**config.mk**
```make
export PLATFORM = sky130hd
export DESIGN_NAME = fetch_ctrl_flat
export DESIGN_NICKNAME = d
export VERILOG_FILES = /design/src/rtl/fetch_ctrl_if.sv /design/src/rtl/fetch_ctrl.sv /design/src/flat_wrapper.sv
export SDC_FILE = /design/constraint.sdc
export NUM_CORES = 1
export LEC_CHECK = 0
export CORE_UTILIZATION = 40
export DETAILED_ROUTE_END_ITERATION = 8
export PLACE_DENSITY = 0.79
export SYNTH_ARGS = -nofsm -noshare
export SYNTH_HDL_FRONTEND = slang
export SYNTH_SLANG_ARGS = --single-unit
```
**constraint.sdc**
```tcl
create_clock -name clk -period 1.75 [get_ports clk]
set_clock_uncertainty 0.1 [all_clocks]
set_input_delay 0.35 -clock clk [delete_from_list [all_inputs] [get_ports clk]]
set_output_delay 0.35 -clock clk [all_outputs]
set_load 0.05 [all_outputs]
```
**src/rtl/fetch_ctrl_if.sv**
```systemverilog
// ---------------------------------------------------------------------------
// fetch_ctrl_if
// Bundle of every non-clock signal around the fetch sequencer: the
// instruction-memory read port, the redirect request from execute and the
// valid/ready stage towards decode.
//
// Parameters
//   n : instruction width in bits
//   r : word-address width (memory holds 2**r words)
//
// Signals (direction as seen by the fetch sequencer, modport master)
//   readAddr     out  r  word address to instruction memory
//   instr        in   n  word returned by memory for readAddr, same cycle
//   branchEn     in   1  redirect request from execute
//   branchTarget in   r  redirect word address
//   outValid     out  1  outInstr/outPC hold a valid fetched word
//   outReady     in   1  decode accepts the word this cycle
//   outInstr     out  n  registered fetched instruction
//   outPC        out  r  address outInstr was fetched from
//   halted       out  1  fetch stopped on the halt word
//
// The slave modport is the view of the surrounding system (memory, execute
// and decode together).
// ---------------------------------------------------------------------------
interface fetch_ctrl_if #(
    parameter int n = 32,
    parameter int r = 7
);
    logic [r-1:0] readAddr;
    logic [n-1:0] instr;
    logic         branchEn;
    logic [r-1:0] branchTarget;
    logic         outValid;
    logic         outReady;
    logic [n-1:0] outInstr;
    logic [r-1:0] outPC;
    logic         halted;

    modport master (
        output readAddr,
        input  instr,
        input  branchEn,
        input  branchTarget,
        output outValid,
        input  outReady,
        output outInstr,
        output outPC,
        output halted
    );

    modport slave (
        input  readAddr,
        output instr,
        output branchEn,
        output branchTarget,
        input  outValid,
        output outReady,
        input  outInstr,
        input  outPC,
        input  halted
    );
endinterface

```
**src/rtl/fetch_ctrl.sv**
```systemverilog
// ---------------------------------------------------------------------------
// fetch_ctrl
// Instruction-fetch sequencer. Owns the program counter (a word index),
// drives it straight out as the instruction-memory read address, and
// registers each returned word into a valid/ready output stage for decode.
// A redirect from execute reloads the PC and drops any unaccepted word.
//
// Ports
//   clk  in   1  clock, all state updates on the rising edge
//   rst  in   1  synchronous active-high reset
//   bus  fetch_ctrl_if.master  memory, redirect and decode signals
//
// Parameters
//   n         instruction width (must match the bus instance)
//   r         address width (must match the bus instance)
//   HALT_WORD encoding that stops fetch (present only with FETCH_HALT_EN)
//
// Build option
//   FETCH_HALT_EN  when defined, latching HALT_WORD parks the sequencer in
//                  HALT until a redirect or reset, and bus.halted reports it.
//                  When undefined the FSM never leaves RUN, HALT_WORD is an
//                  ordinary instruction and bus.halted is tied low.
// ---------------------------------------------------------------------------
module fetch_ctrl #(
    parameter int n = 32,
    parameter int r = 7
`ifdef FETCH_HALT_EN
    ,
    parameter logic [n-1:0] HALT_WORD = 32'hFFFFFFFF
`endif
) (
    input logic          clk,
    input logic          rst,
    fetch_ctrl_if.master bus
);

    typedef enum logic {
        RUN  = 1'b0,
        HALT = 1'b1
    } state_t;

    state_t       r_state;
    logic [r-1:0] r_pc;
    logic         r_outValid;
    logic [n-1:0] r_outInstr;
    logic [r-1:0] r_outPC;

    state_t       w_stateNext;
    logic [r-1:0] w_pcNext;
    logic         w_outValidNext;
    logic [n-1:0] w_outInstrNext;
    logic [r-1:0] w_outPCNext;
    logic         w_advance;
    logic         w_isHaltWord;

    // The memory address is the PC itself, with nothing in between, so the
    // memory's combinational read lands in the output stage one edge later.
    assign bus.readAddr = r_pc;
    assign bus.outValid = r_outValid;
    assign bus.outInstr = r_outInstr;
    assign bus.outPC    = r_outPC;

    // A new word may be latched only while running and when the output slot
    // is empty or being emptied by decode this very cycle.
    assign w_advance = (r_state == RUN) && (!r_outValid || bus.outReady);

`ifdef FETCH_HALT_EN
    assign w_isHaltWord = (bus.instr == HALT_WORD);
    assign bus.halted   = (r_state == HALT);
`else
    assign w_isHaltWord = 1'b0;
    assign bus.halted   = 1'b0;
`endif

    // State, PC and output-stage registers. Reset returns everything to the
    // power-on picture and throws away any pending word.
    always_ff @(posedge clk) begin
        if (rst) begin
            r_state    <= RUN;
            r_pc       <= '0;
            r_outValid <= 1'b0;
            r_outInstr <= '0;
            r_outPC    <= '0;
        end else begin
            r_state    <= w_stateNext;
            r_pc       <= w_pcNext;
            r_outValid <= w_outValidNext;
            r_outInstr <= w_outInstrNext;
            r_outPC    <= w_outPCNext;
        end
    end

    // Next-state logic. Everything holds by default, which is exactly the
    // stall behaviour when the output slot is full and decode is not ready.
    // A redirect beats both fetch and halt entry; decode may still take the
    // current word in the redirect cycle, it simply disappears afterwards.
    // The PC increment relies on r-bit truncation to wrap the top word to 0.
    always_comb begin
        w_stateNext    = r_state;
        w_pcNext       = r_pc;
        w_outValidNext = r_outValid;
        w_outInstrNext = r_outInstr;
        w_outPCNext    = r_outPC;

        if (bus.branchEn) begin
            w_pcNext       = bus.branchTarget;
            w_outValidNext = 1'b0;
            w_stateNext    = RUN;
        end else if (w_advance) begin
            w_outInstrNext = bus.instr;
            w_outPCNext    = r_pc;
            w_outValidNext = 1'b1;
            w_pcNext       = r_pc + 1'b1;
            if (w_isHaltWord) begin
                w_stateNext = HALT;
            end
        end else if (bus.outReady) begin
            w_outValidNext = 1'b0;
        end
    end

endmodule
```
**src/flat_wrapper.sv**
```systemverilog
// flat-port wrapper written by rule: the top's interface ports become plain ports
module fetch_ctrl_flat 
#(
    parameter int n = 32,
    parameter int r = 7

)
  (clk, rst, bus_readAddr, bus_instr, bus_branchEn, bus_branchTarget, bus_outValid, bus_outReady, bus_outInstr, bus_outPC, bus_halted);
  fetch_ctrl_if #(.n(n), .r(r)) bus_i ();
  input logic clk;
  input logic rst;
  output wire logic [$bits(bus_i.readAddr)-1:0] bus_readAddr;
  input wire logic [$bits(bus_i.instr)-1:0] bus_instr;
  input wire logic [$bits(bus_i.branchEn)-1:0] bus_branchEn;
  input wire logic [$bits(bus_i.branchTarget)-1:0] bus_branchTarget;
  output wire logic [$bits(bus_i.outValid)-1:0] bus_outValid;
  input wire logic [$bits(bus_i.outReady)-1:0] bus_outReady;
  output wire logic [$bits(bus_i.outInstr)-1:0] bus_outInstr;
  output wire logic [$bits(bus_i.outPC)-1:0] bus_outPC;
  output wire logic [$bits(bus_i.halted)-1:0] bus_halted;
  assign bus_readAddr = bus_i.readAddr;
  assign bus_i.instr = bus_instr;
  assign bus_i.branchEn = bus_branchEn;
  assign bus_i.branchTarget = bus_branchTarget;
  assign bus_outValid = bus_i.outValid;
  assign bus_i.outReady = bus_outReady;
  assign bus_outInstr = bus_i.outInstr;
  assign bus_outPC = bus_i.outPC;
  assign bus_halted = bus_i.halted;
  fetch_ctrl #(.n(n), .r(r)) u_core (.clk(clk), .rst(rst), .bus(bus_i));
endmodule
```
==> flow_summary.json <==
{
  "outcome": "complete, but fails checks",
  "violations": "design-rule violations",
  "ys.warnings.count": 0,
  "power.density_nw_per_um2": 910.3,
  "max_stage_delay_ns": 0.53,
  "ctsResizeCount": 0,
  "utilization_pct": 65.32,
  "ys.flop_type": "dfxtp_1",
  "die-area_um2": 4979,
  "ir_drop_mv": 0.5249,
  "critPathRequiredTime_ns": 1.82,
  "wl_um": 4326,
  "syn_to_final_growth_pct": 54.36,
  "port_buffers": 89,
  "yosysTopAreaCell": "dfxtp_1",
  "cts_max_path_buffers": 2,
  "cts_buffers": 5,
  "setup_tns_ns": 0,
  "synth.cell_area_um2": 1881,
  "clk_pin_slew_ns": 0.08,
  "cap_violations": 0,
  "grtUsageTotal_pct": 17.60,
  "fmax_mhz": 647.3,
  "final.min_clock_period_ns": 1.545,
  "routed-wl-met2_um": 2118,
  "crit_family": "buffers and inverters",
  "grt_pass1_vias": 1575,
  "postCtsSetupBuffers": 0,
  "drc": 14,
  "cts.htree.levels": 2,
  "io_pins": 91,
  "yosysTopAreaCellShare_pct": 50.03,
  "diodes": 0,
  "rsz0062_at_grt": "false",
  "cp.depth": 5,
  "fin_cells": 361,
  "place_congestion": 0.7662,
  "r2r_slack_ns": 0.27,
  "antenna_left": 0,
  "fin_crit_sh_pct": 88.28,
  "dp.cells": 353,
  "clock-root-buffer": "clkbuf_8",
  "layout-drive-gt1-share_pct": 29.13,
  "gr-total-overflow": 0,
  "wl_met1_um": 1935,
  "synth_area_leaders": "dfxtp_1 (50%), nand2_1 (14%), a21oi_1 (9.0%)",
  "die_y_um": 70.57,
  "multiInputGateArea_um2": 812.0,
  "crit_chain": "clkdlybuf4s50_1 -> nand2b_4 -> mux2_2 -> mux2i_1 -> nor2_1",
  "critPathSlowestCell": "clkdlybuf4s50_1",
  "layout.nets": 352,
  "startpoint_type": "primary input",
  "synth_most_common_cell": "nand2_1",
  "syn_nets": 263,
  "avgSynthCellArea_um2": 8.587,
  "hpwlAfterDp_um": 3183,
  "antenna_found_initial": 0,
  "die_w_um": 70.57,
  "synthTopCellsByCount": "nand2_1 (69), dfxtp_1 (47), a21oi_1 (34), a21oi_2 (10), nand2_2 (10)",
  "r2r_end": "u_core.bus.readAddr[1]",
  "core-area_um2": 4444,
  "crit_end": "u_core.bus.readAddr[1]",
  "hold_viol": 0,
  "power_w": 0.002642,
  "cts_tree": "done",
  "first_pass_iters": 6,
  "cp_max_fo": 7,
  "rr_worst_depth": 4,
  "wl_per_cell_um": 11.98,
  "maxSlewViolCount": 0,
  "synth_cell_type_count": 24,
  "netlist_instances": 219,
  "crit_buf_inv": 1,
  "path_class": "in2reg",
  "via_count": 1709,
  "postCtsHoldBufs": 0,
  "vias_per_cell": 4.734,
  "topRoutingLayerUsed": "met4",
  "ys_seq_area_share_pct": 50.03,
  "finalSetupViolCount": 0,
  "clkLatencyLatePin_ns": 0.29,
  "seq_area_um2": 940.9,
  "num_rows": 24,
  "r2r-start": "u_core.bus.readAddr[1]",
  "crit_arrival_ns": 1.62,
  "cts_sinks": 47,
  "synth_seq_cells": 47,
  "wl_met3_um": 256,
  "p_leak_nw": 1.230,
  "crit_path_end_kind": "flop",
  "grt_pass1_wl_um": 7044,
  "start_util_pct": 42.31,
  "grt_max_degree": 29,
  "async_reset_ff_share_pct": 0,
  "hp-class": "in2reg",
  "drt_iter0_drc": 72,
  "fill_cells": 403,
  "synth_edf_count": 0,
  "startpoint": "bus_outReady"
}
layout by cell type (no fill, tap or decap), drive strengths merged:
cell / n
nand2: 79
nand2b: 2
buf: 57
mux2i: 2
a21oi: 44
clkbuf: 6
clkinv: 1
o21a: 5
bufinv: 1
nor2b: 1
inv: 5
and3: 1
ha: 1
xnor2: 6
mux2: 1
nor2: 4
clkdlybuf4s50: 41
nand4: 4
conb: 1
dfxtp: 47
sequential cells by signal, indices dropped and copies added, names as in the netlist:
signal / count
u_core.bus.outInstr: 32
u_core.bus.outPC: 7
u_core.bus.outValid: 1
u_core.bus.readAddr: 7
worst reg2reg max path: stages (launching register included):
cell     delay [ns]
dfxtp_1        0.50
ha_1           0.30
mux2_2         0.27
mux2i_1        0.14
nor2_1         0.05
worst min path at each step:
stage                                 start                       to  slack [ns]  cells after the start
floorplan                     bus_instr[22]  u_core.bus.outInstr[22]        0.39                      2
global placement        u_core.bus.outPC[5]      u_core.bus.outPC[5]        0.34                      2
detailed placement  u_core.bus.outInstr[23]  u_core.bus.outInstr[23]        0.35                      2
CTS                                     rst      u_core.bus.outValid        0.35                      2
global route                            rst      u_core.bus.outValid        0.37                      2
finish                                  rst      u_core.bus.outValid        0.35                      2
where the power goes:
| part | switching, W | leakage (nW) | internal, W |
|---|---|---|---|
| Combinational | 0.000387 | 0.782 | 0.000276 |
| Sequential | 0.0000468 | 0.387 | 0.00113 |
| Clock | 0.000337 | 0.0612 | 0.000462 |
| Total | 0.000772 | 1.23 | 0.00187 |
stage by stage:
| stage | instance area [µm²] | setup WS [ns] | hold slack [ns] |
|---|---|---|---|
| 6_report | 2903 | 0.2051 | 0.3476 |
| 5_1_grt | 2903 | 0.1480 | 0.3714 |
| 4_1_cts | 2903 | 0.2070 | 0.3476 |
| 3_5_place_dp | 2785 | -0.09574 | 0.3478 |
| 3_3_place_gp | 2785 | -0.06086 | 0.3430 |
| 2_1_floorplan | 1881 | 0.09390 | 0.3860 |
kinds of logic (layout without fill, tap and decap cells):
group,count (synthesis),in the layout,share of synthesized area (%)
AND/OR/NAND/NOR,91,91,22.16
AO/OA/AOI/OAI,49,49,15.70
flip-flops,47,47,50.03
buffers and inverters,21,111,6.786
XOR/XNOR,6,6,2.794
multiplexers,3,3,1.663
adder cells (fa/ha/maj),1,1,0.6652
other,1,1,0.1994
cell type report:
class	instances	share of cell area [%]
clock inverters	2	1.207
inverters	5	0.6466
repair buffers	98	32.67
clock buffers	6	2.845
flip-flops and latches	47	32.41
multi-input cells	151	27.97
well taps	52	2.241
metal layers:
metal  GRT usage [%]  up-vias
met5               0        -
li1                -      882
met4           4.000        0
met2           30.31       53
met3           4.986        2
met1           22.05      772
Note: power is estimated with default switching activity, not from simulation.
